## src/rtl/serializer_pkg.sv

```systemverilog
// Shared constants and state type for the parallel-to-serial front end.
package serializer_pkg;

    localparam logic        SER_IDLE  = 1'b0;
    localparam logic        SER_SHIFT = 1'b1;
    localparam int unsigned SER_WIDTH = 8;

    typedef enum logic {
        StIdle  = SER_IDLE,
        StShift = SER_SHIFT
    } ser_state_e;

endpackage

```

## src/rtl/bit_serializer.sv

```systemverilog
// Parallel-to-serial converter: WIDTH-bit words in over valid/ready, one bit per clock out on x,
// with a one-entry holding register so consecutive words stream without idle bits.
module bit_serializer
    import serializer_pkg::*;
#(
    parameter int unsigned WIDTH     = SER_WIDTH,
    parameter logic        IDLE_BIT  = 1'b0,
    parameter bit          MSB_FIRST = 1'b1
) (
    input  logic             clk,
    input  logic             rst,
    input  logic [WIDTH-1:0] in_data,
    input  logic             in_valid,
    output logic             in_ready,
    output logic             x,
    output logic             x_active,
    output logic             frame_start,
    output logic [15:0]      words_sent
);

    localparam int unsigned     CntW    = $clog2(WIDTH);
    localparam logic [CntW-1:0] CntLast = CntW'(WIDTH - 1);

    ser_state_e       state_q, state_d;
    logic [WIDTH-1:0] sr_q, sr_d;
    logic [CntW-1:0]  cnt_q, cnt_d;
    logic [WIDTH-1:0] hold_q, hold_d;
    logic             hold_full_q, hold_full_d;
    logic [15:0]      words_q, words_d;
    logic             x_q, x_d;
    logic             x_active_q, x_active_d;
    logic             frame_start_q, frame_start_d;
    logic             accept;
    logic             load;

    function automatic logic out_bit(input logic [WIDTH-1:0] v);
        return MSB_FIRST ? v[WIDTH-1] : v[0];
    endfunction

    function automatic logic [WIDTH-1:0] shift_once(input logic [WIDTH-1:0] v);
        return MSB_FIRST ? {v[WIDTH-2:0], 1'b0} : {1'b0, v[WIDTH-1:1]};
    endfunction

    assign in_ready = !hold_full_q;
    assign accept   = in_valid && !hold_full_q;

    always_comb begin
        state_d     = state_q;
        sr_d        = sr_q;
        cnt_d       = cnt_q;
        hold_d      = hold_q;
        hold_full_d = hold_full_q;
        words_d     = words_q;
        load        = 1'b0;

        case (state_q)
            StIdle: begin
                if (accept) begin
                    sr_d    = in_data;
                    cnt_d   = CntLast;
                    state_d = StShift;
                    load    = 1'b1;
                end
            end
            StShift: begin
                if (cnt_q != '0) begin
                    sr_d  = shift_once(sr_q);
                    cnt_d = cnt_q - CntW'(1);
                    if (accept) begin
                        hold_d      = in_data;
                        hold_full_d = 1'b1;
                    end
                end else begin
                    words_d = words_q + 16'd1;
                    // A held word takes priority; accept is low whenever hold is full anyway.
                    if (hold_full_q) begin
                        sr_d        = hold_q;
                        cnt_d       = CntLast;
                        hold_full_d = 1'b0;
                        load        = 1'b1;
                    end else if (accept) begin
                        sr_d  = in_data;
                        cnt_d = CntLast;
                        load  = 1'b1;
                    end else begin
                        state_d = StIdle;
                    end
                end
            end
            default: state_d = StIdle;
        endcase

        x_active_d    = (state_d == StShift);
        x_d           = x_active_d ? out_bit(sr_d) : IDLE_BIT;
        frame_start_d = load;
    end

    always_ff @(posedge clk) begin
        if (rst) begin
            state_q       <= StIdle;
            sr_q          <= '0;
            cnt_q         <= '0;
            hold_q        <= '0;
            hold_full_q   <= 1'b0;
            words_q       <= 16'd0;
            x_q           <= IDLE_BIT;
            x_active_q    <= 1'b0;
            frame_start_q <= 1'b0;
        end else begin
            state_q       <= state_d;
            sr_q          <= sr_d;
            cnt_q         <= cnt_d;
            hold_q        <= hold_d;
            hold_full_q   <= hold_full_d;
            words_q       <= words_d;
            x_q           <= x_d;
            x_active_q    <= x_active_d;
            frame_start_q <= frame_start_d;
        end
    end

    assign x           = x_q;
    assign x_active    = x_active_q;
    assign frame_start = frame_start_q;
    assign words_sent  = words_q;

endmodule

```

## config.mk

```make
export PLATFORM = sky130hd
export DESIGN_NAME = bit_serializer
export DESIGN_NICKNAME = d
export VERILOG_FILES = /design/src/rtl/serializer_pkg.sv /design/src/rtl/bit_serializer.sv
export SDC_FILE = /design/constraint.sdc
export NUM_CORES = 1
export LEC_CHECK = 0
export BUFFER_PORTS_ARGS = -buffer_cell sky130_fd_sc_hd__buf_2
export CAP_MARGIN = 20
export CORE_MARGIN = 4
export CORE_UTILIZATION = 59
export DETAILED_ROUTE_END_ITERATION = 6
export PLACE_DENSITY = 0.84
export SETUP_SLACK_MARGIN = 0.4
export SYNTH_ARGS = -nofsm -noshare
export SYNTH_HDL_FRONTEND = slang
export SYNTH_SLANG_ARGS = --single-unit
```

## constraint.sdc

```tcl
create_clock -name clk -period 5.7 [get_ports clk]
set_clock_uncertainty 0.2 [all_clocks]
set_input_delay 0.285 -clock clk [delete_from_list [all_inputs] [get_ports clk]]
set_output_delay 0.285 -clock clk [all_outputs]
set_load 0.03 [all_outputs]
```

==> results of run 1 <==
## routing by layer
metal	track usage (%)	wire, um
met4	6.89	47
met2	34.1	1800
met3	6.83	130
met5	0	0
met1	22.5	1690
## power groups by stage
stage | sequential (uW) | combinational, uW | clock (uW)
after global placement | 295 | 72.9 | 0
after CTS | 289 | 79.8 | 146
after global routing | 292 | 88.7 | 161
after detailed placement | 295 | 77.0 | 0
final | 290 | 79.8 | 143
after floorplan | 295 | 58.2 | 0
## synthesized netlist by cell type
library cell	instances
nor2_1	24
a32oi_1	1
a211oi_1	3
inv_1	4
and3_1	9
buf_4	1
o21ai_1	1
nor3_4	1
a221oi_1	2
a21oi_1	14
xor2_1	3
nand4_1	3
and2_1	8
and4_1	1
o21ai_0	12
and2_0	1
xnor2_1	4
or4_1	1
nor2b_1	4
nand2b_1	2
buf_1	1
clkbuf_1	8
nor3_1	3
ha_1	3
and4b_1	1
mux2_2	10
mux2i_1	8
a31o_2	2
nand2_1	15
dfxtp_1	38
buf_2	1
or3_1	4
or2b_1	1
nor4_1	1
nand3b_4	1
nand3_1	6
## cell families (layout without fill, tap and decap cells)
family                   after synthesis  in the layout
flip-flops                            38             38
buffers and inverters                 15             47
XOR/XNOR                               7              7
AO/OA/AOI/OAI                         35             35
multiplexers                          18             18
adder cells (fa/ha/maj)                3              3
AND/OR/NAND/NOR                       86             86
## state kept, by name, summed over array words and instances (netlist names)
register	cells
x	1
sr_q	7
cnt_q	3
hold_q	8
words_sent	16
frame_start	1
x_active	1
hold_full_q	1
## critical path, cell delays in order, from the launching register on
cell      delay, ps
dfxtp_1         730
nand3b_4        220
nor4_1          700
nand4_1         180
mux2_2          290
## final cells by class
class | instances | area, um^2 | share of cell area (%)
flip-flops and latches | 38 | 761 | 37.5
multi-input cells | 149 | 955 | 47.0
well taps | 31 | 38.8 | 1.91
clock inverters | 1 | 5.00 | 0.247
clock buffers | 7 | 55.1 | 2.71
repair buffers | 35 | 200 | 9.86
inverters | 4 | 15.0 | 0.740
## worst paths after layout
check	startpoint	end	slack [ps]	cells after the start
worst max register to register	x_active$_SDFF_PP0_	words_sent[11]$_SDFFE_PP0P_	3290	4
worst max-delay path	x_active$_SDFF_PP0_	words_sent[11]$_SDFFE_PP0P_	3290	4
worst min-delay path	in_data[2]	hold_q[2]$_SDFFE_PP0P_	9	3
worst min register to register	hold_q[5]$_SDFFE_PP0P_	hold_q[5]$_SDFFE_PP0P_	300	2
## through the flow
stage / power [uW] / utilization [%] / hold slack (ps)
2_1_floorplan: 353 / - / 232
3_3_place_gp: 368 / 68.4 / 264
3_5_place_dp: 372 / 68.4 / 284
4_1_cts: 515 / 72.3 / 3.30
5_1_grt: 542 / 72.3 / 15.1
6_report: 513 / 72.3 / 9.09
## what timing repair did
item / CTS / global route
buffers inserted: 0 / 0
hold buffers: 5 / 0
endpoints found under the hold margin: 5 / 0
==> results.md, run 1 <==
- Total congestion overflow: 0
- RSZ-0062 raised after global routing: no
- Post-route ant nets: 0
- Setup ws final: 3290 ps
- Startpoint Class: flip-flop
- Post-synthesis xor/xnor area fraction: 3.45%
- First-pass GRT wire length: 6280 um
- Distinct cells, synth: 36
- Max FO, Critical Path: 19
- Largest family of logic cells by synthesized area: simple AND/OR/NAND/NOR gates
- Setup WS pre-CTS: 3340 ps
- Vias: 1493
- Avg Cell Area, Syn: 8.80 um^2
- DR pass1 iterations: 4
- Share of cells above drive strength 1: 21.8%
- ANT cells: 0
- Final Hold Fails: 0
- Routed Wire Length: 3660 um
- Pin count of the biggest net entering global routing: 43
- Mux cell area share after synthesis: 10.8%
- Avg WL per Cell: 13.8 um
- Layout area overhead: 14.2%
- NetSw: 142 uW
- Post-synthesis compound-gate area fraction: 11.3%
- Cell area after layout: 2030 um^2
- Final period utilization: 42.3%
- Clock power share: 27.9%
- Hold Path Class: input port to flip-flop
- Final Max Slew Viols: 0
- Period minus WS final: 2410 ps
- Syn Std Cell Area: 1780 um^2
- Initial antenna violation count: 0
- Die W: 62.9 um
- Placed Cells: 252
- Clock sink total: 38
- Buffers on Ports: 30
- Starting Density: 63.3%
- Commonest non-fill, non-tap cell in the layout: dfxtp_1
- TritonCTS clock tree: done
- Most frequent cells in the layout: 38 x dfxtp_1, 30 x buf_2, 24 x nor2_1
- Post-Syn Instances: 202
- Crit end category: flip-flop
- Final setup TNS: 0 ps
- Worst-skew pair later-pin latency: 340 ps
- Leak Pwr: 0.000865 uW
- Via/cell ratio: 5.63
- Gr usage total: 19.8%
- Number of remaining DRC errors: 0
- Core ar.: 2810 um^2
- Final setup violation count: 0
- Dpl cell area: 1920 um^2
- Fmax: 414 MHz
- Peak VDD IR: 0.197 mV
- Outcome: complete, no violations
- Critical path arrival: 2460 ps
- CTS resizes: 0
- Die area: 3950 um^2
- H-tree depth reported by CTS: 2
- Relative slew slack: 50.0%
- Sequential power share: 56.5%
- Cell Count, Final, Fillers Out: 265
- CP required: 5740 ps
- FP Rows: 19
- PwrDens: 253 nW/um^2
- Int Power: 371 uW
- Kind of critical path: flip-flop to flip-flop
- Clock transition at path regs: 110 ps
- Vias in the first global route: 1441
- Num CTS Buffers: 5
- Combinational power share: 15.6%
- GP Congestion: 0.810
- YS warnings: 0
- Synth Area in Simple Gates: 26.0%
- Biggest area consumer among synthesized cells: dfxtp_1
- Seq/Total Area, Yosys: 42.8%
- Yosys reg bits: 38
- Fillers: 230
- Syn_nets: 216
- Clk buf depth: 2
- Area contributors post-synth: dfxtp_1 43%, mux2_2 6.3%, nor2_1 5.1%, mux2i_1 4.5%, a21oi_1 3.9%
- Final net count: 247
- Switching share of power: 27.7%
- Chip Height: 62.9 um
- Post-synth top area share: 42.8%
- I/O pin total: 31
- Worst slew pin tran: 743 ps
- CTS root buffer: clkbuf_4
- Synth Area in Adders: 2.11%
- Max-Cap Viols: 0
- Hpwl dp: 2630 um
- 1st-iter DRT viols: 71
Note: power is estimated with default switching activity, not from simulation.
==> inputs of run 2 (changes only) <==
- ABC_AREA: not set -> 1
- CORE_UTILIZATION: 59 -> 50
- PLACE_DENSITY: 0.84 -> 0.76
- clock period: 5.7 -> 2.1 ns (I/O delays scaled with it)
==> run 2 against run 1 <==
Area after synthesis grew 6.8%. Global-route usage shrank 3.2 points. Critical path depth grew 3. First-iteration DRC count grew 35%. Register-to-register slack lost 2800 ps. Final cell count grew 26%. Critical endpoint is now words_sent[14]$_SDFFE_PP0P_. Synthesized cell count grew 20%. Routed wire length grew 7.6%. Highest routed layer unchanged.
==> results.md, run 2 <==
- Commonest non-fill, non-tap cell in the layout: dfxtp_1
- Hold Path Class: input port to flip-flop
- Startpoint Class: flip-flop
- GP Congestion: 0.773
- I/O pin total: 31
- Synth Area in Simple Gates: 29.4%
- Post-synth top area share: 41.1%
- Num CTS Buffers: 5
- Asr flop ratio synth: 0%
- Kind of critical path: flip-flop to flip-flop
- Peak VDD IR: 0.450 mV
- Largest register FFs: 16
- Most frequent cells after synthesis: 39 x dfxtp_1, 34 x nand2_1, 34 x nor2_1
- Post-synth EDFFs: 0
- Synth Area in Adders: 1.98%
- Max-Cap Viols: 0
- Period minus WS final: 1620 ps
- Gr usage total: 16.6%
- Setup WS pre-CTS: 375 ps
- Clock sink total: 39
- Buffers on Ports: 30
- Chip Height: 69.6 um
- Die area: 4850 um^2
- Avg Cell Area, Syn: 7.84 um^2
- Final Hold Fails: 0
- Mux cell area share after synthesis: 0%
- Worst slew pin tran: 453 ps
- Starting Density: 51.8%
- Final setup TNS: 0 ps
- Fmax: 618 MHz
- Crit end category: flip-flop
- TritonCTS clock tree: done
- Vias: 1671
- PwrDens: 713 nW/um^2
- DR pass1 iterations: 4
- Outcome: complete, no violations
- Final cell utilization of the core: 62.9%
- Final net count: 298
- Vias in the first global route: 1521
- YS warnings: 0
- Largest family of logic cells by synthesized area: simple AND/OR/NAND/NOR gates
- Leak Pwr: 0.00103 uW
- First-pass GRT wire length: 6580 um
- Post-synthesis compound-gate area fraction: 15.8%
- Clk buf depth: 2
- Core ar.: 3660 um^2
- Routed Wire Length: 3940 um
- Fillers: 315
- Count leader, synth: dfxtp_1
- Layout area overhead: 21.3%
- Max FO, Critical Path: 5
- Post-route ant nets: 0
- CTS root buffer: clkbuf_8
- Pin count of the biggest net entering global routing: 25
- ANT cells: 0
- Avg WL per Cell: 11.8 um
- Biggest area consumer among synthesized cells: dfxtp_1
- Share of cells above drive strength 1: 28.1%
- Final Max Slew Viols: 0
- Die W: 69.6 um
- Placed Cells: 314
- Area contributors post-synth: dfxtp_1 41%, nand2_1 6.7%, nor2_1 6.7%, a21oi_1 6.3%, inv_1 6.3%
- RSZ-0062 raised after global routing: no
- CP required: 2080 ps
- Distinct cells, synth: 35
- Setup ws final: 483 ps
- FP Rows: 22
- Syn_nets: 256
- Clock transition at path regs: 70 ps
- Hpwl dp: 2730 um
- Tot Pwr: 1640 uW
- Final period utilization: 77.0%
- Syn Std Cell Area: 1900 um^2
- Seq/Total Area, Yosys: 41.1%
- Final setup violation count: 0
- Total congestion overflow: 0
- Ys flop type: dfxtp_1
- Yosys reg bits: 39
- Number of remaining DRC errors: 0
- Worst-skew pair later-pin latency: 290 ps
- Via/cell ratio: 5.02
- Relative slew slack: 69.8%
- H-tree depth reported by CTS: 2
- Post-Syn Instances: 242
- Initial antenna violation count: 0
- 1st-iter DRT viols: 96
- Cell Count, Final, Fillers Out: 333
- Post-synthesis xor/xnor area fraction: 1.38%
- Critical path arrival: 1600 ps
- Most frequent cells in the layout: 36 x dfxtp_1, 34 x nand2_1, 33 x nor2_1
## run 2: cell count changes in the layout (fill, tap and decap cells not counted), moves of 8 or more
cell / delta
a21oi_1: +10
mux2i_1: -8
buf_4: +8
mux2_2: -10
and2_1: -8
nor2_1: +9
inv_1: +26
and3_1: -9
nand2_1: +19
## run 2: cell type report
class	count	area (um^2)	area share, %
multi-input combinational	158	966	42.0
sequential	39	790	34.3
timing repair buffer	42	250	10.9
inverter	38	155	6.74
clock buffer	7	76.3	3.32
tap	48	60.1	2.61
clock inverter	1	5.00	0.217
## run 2: critical path, stage by stage, from the launching register on
cell     delay, ps
dfxtp_4        380
ha_4           170
nand3_4         90
nor3_4         280
and2_4         220
nand3_1         60
nand2_1         70
nor2_1          40
## run 2: worst paths after layout
kind,to,cells past startpoint,start,slack [ps]
worst min-delay path,hold_q[4]$_SDFFE_PP0P_,3,in_data[4],20
worst max-delay path,words_sent[14]$_SDFFE_PP0P_,7,words_sent[0]$_SDFFE_PP0P_,480
worst max register to register,words_sent[14]$_SDFFE_PP0P_,7,words_sent[0]$_SDFFE_PP0P_,480
worst min register to register,hold_q[2]$_SDFFE_PP0P_,2,hold_q[2]$_SDFFE_PP0P_,280
## run 2: logic make-up after synthesis
family                     Yosys count
and+or+nand+nor                    103
DFF                                 39
AOI/OAI and AO/OA                   49
buffers and inverters               45
adders and majority gates            3
xor gates and xnor gates             3
## run 2: what timing repair did
item / in CTS / in global routing
buffers inserted: 3 / 4
pin swaps: 1 / 5
gates resized for setup: 2 / 14
endpoints found under the hold margin: 6 / 0
setup endpoints to repair: 13 / 29
hold buffers: 4 / 0
## run 2: power by group
| part | switching (uW) | internal, uW | total [uW] |
|---|---|---|---|
| registers | 28.2 | 793 | 821 |
| clock network | 241 | 233 | 474 |
| logic | 212 | 133 | 345 |
| total | 482 | 1160 | 1640 |
## run 2: routing by layer
metal  vias to the layer above  track usage, %  part of all wire [%]
met1                       753            20.4                    46
met4                         0            6.17                   2.2
met5                         -               0                     0
met2                        36            27.0                    48
li1                        871               -                     -
met3                        11            5.65                   4.5
## run 2: through the flow
stage	area (um^2)	hold slack, ps
6_report	2300	18.4
5_1_grt	2300	25.0
4_1_cts	2220	5.90
3_5_place_dp	2070	201
3_3_place_gp	2070	190
2_1_floorplan	1900	68.3
==> inputs of run 3 (changes only) <==
- clock period: 2.1 -> 1.45 ns (I/O delays scaled with it)
==> run 3 against run 2 <==
The flow now finishes with violations (negative hold slack, negative setup slack). Global-route usage rose by 4.5 points. Via count is 11% higher. Die area is the same. Cell area up 26%. Combinational power increased by 110%. Final cell count is 6.6% higher. Register-to-register slack lost 610 ps. Routed wire length up 33%. Largest power group unchanged.
==> results.md, run 3 (synthesized netlist as in run 2, its figures left out) <==
- Outcome: finished, violations left
- Failing checks: negative hold slack, negative setup slack
- Num CTS Buffers: 5
- Int Power: 2020 uW
- Combinational power share: 25.1%
- Final period utilization: 108%
- Max-Cap Viols: 0
- Core ar.: 3660 um^2
- Sequential power share: 41.1%
- Most frequent cells in the layout: 31 x buf_6, 29 x nor2_1, 28 x inv_1, 28 x nand2_1, 18 x buf_4
- I/O pin total: 31
- Final Max Slew Viols: 0
- Slowest CP cell: dfxtp_2
- NetSw: 863 uW
- DR pass1 iterations: 4
- Final net count: 320
- Critical path arrival: 1590 ps
- First-pass GRT wire length: 8470 um
- Largest register FFs: 16
- Die W: 69.6 um
- Crit-path max cell delay: 330 ps
- Clock power share: 33.8%
- Bufs and invs on worst path: 3
- Buffers on Ports: 30
- Placed Cells: 330
- Vias in the first global route: 1897
- Clk buf depth: 2
- Via/cell ratio: 5.23
- Period minus WS final: 1570 ps
- Switching share of power: 29.9%
- Worst slew pin tran: 509 ps
- Setup ws final: -122 ps
- CP top delay family: flip-flops
- Final Hold Fails: 22
- H-tree depth reported by CTS: 2
- TritonCTS clock tree: done
- CTS root buffer: clkbuf_8
- Total congestion overflow: 0
- ANT cells: 0
- Hold Path Class: input port to flip-flop
- PwrDens: 996 nW/um^2
- Clock transition at path regs: 90 ps
- Final hold slack: -90.8 ps
- Final cell utilization of the core: 79.2%
- Final setup violation count: 33
- Hpwl dp: 3180 um
- Fmax: 636 MHz
- Setup WS pre-CTS: -89.0 ps
- Post-CTS Hold Fix Bufs: 2
- Vias: 1855
- Relative slew slack: 66.0%
- Worst-skew pair later-pin latency: 300 ps
- Reg2Reg Setup Slack: -120 ps
- FP Rows: 22
- RSZ-0062 raised after global routing: yes
- Clock sink total: 39
- Avg WL per Cell: 14.8 um
- 1st-iter DRT viols: 82
- Crit end category: flip-flop
- Number of remaining DRC errors: 0
- CP required: 1470 ps
- GP Congestion: 0.797
- Gr usage total: 21.1%
- Initial antenna violation count: 0
- Startpoint Class: flip-flop
- Pin count of the biggest net entering global routing: 25
- Leak Pwr: 0.00124 uW
- Kind of critical path: flip-flop to flip-flop
- Layout area overhead: 52.7%
- Starting Density: 51.8%
- Max FO, Critical Path: 5
- Cell breakdown of the critical path: inv_2, ha_4, nand3_4, nor2_8, buf_4, buf_6, o21ai_1, a21oi_1
- Commonest non-fill, non-tap cell in the layout: buf_6
- Die area: 4850 um^2
- Chip Height: 69.6 um
- Post-route ant nets: 0
- Routed Wire Length: 5250 um
- Share of cells above drive strength 1: 49.8%
- Cell Count, Final, Fillers Out: 355
- Peak VDD IR: 0.654 mV
-- run 3: what timing repair did --
action	CTS	global route
endpoints found under the setup margin	59	59
pin swaps	10	5
gates resized for setup	66	23
hold endpoints to repair	25	5
setup buffers	10	5
-- run 3: worst paths after layout --
kind                                             start                    endpoint  cells after the start
worst min register to register  hold_q[6]$_SDFFE_PP0P_      hold_q[6]$_SDFFE_PP0P_                      2
worst min-delay path                        in_data[0]      hold_q[0]$_SDFFE_PP0P_                      3
worst max register to register     cnt_q[0]$_SDFF_PP0_  words_sent[3]$_SDFFE_PP0P_                      8
worst max-delay path               cnt_q[0]$_SDFF_PP0_  words_sent[3]$_SDFFE_PP0P_                      8
-- run 3: metrics by stage --
step | power, uW | setup TNS [ps] | cell area [um^2] | hold WS [ps]
4_1_cts | 2840 | -760 | 2800 | -84.9
3_3_place_gp | 1780 | -132 | 2370 | 154
3_5_place_dp | 1790 | -638 | 2370 | 164
5_1_grt | 3010 | -4230 | 2900 | -93.1
6_report | 2890 | -1830 | 2900 | -90.8
2_1_floorplan | 1650 | -411 | 2060 | 35.9
-- run 3: per-layer routing --
| metal | track usage (%) | wire [um] | vias to the layer above |
|---|---|---|---|
| met3 | 4.93 | 228 | 9 |
| li1 | - | - | 921 |
| met1 | 24.4 | 2120 | 884 |
| met2 | 38.6 | 2800 | 41 |
| met4 | 6.17 | 104 | 0 |
| met5 | 0 | 0 | - |
-- run 3: tightest hold or removal path, cell delays in order --
cell	delay, ps
buf_2	110
nor2_4	110
a211oi_2	70
-- run 3: layout make-up --
| class | instances | area (um^2) |
|---|---|---|
| inverters | 38 | 163 |
| clock buffers | 7 | 119 |
| flip-flops and latches | 39 | 828 |
| multi-input cells | 158 | 1110 |
| well taps | 48 | 60.1 |
| repair buffers | 64 | 614 |
| fillers | 249 | 762 |
| clock inverters | 1 | 7.51 |
-- run 3: power by group through the flow --
stage	logic [uW]	registers, uW	clock network [uW]
3_3_place_gp	566	1210	0
6_report	724	1190	977
3_5_place_dp	577	1220	0
2_1_floorplan	419	1230	0
4_1_cts	684	1190	967
5_1_grt	782	1200	1030
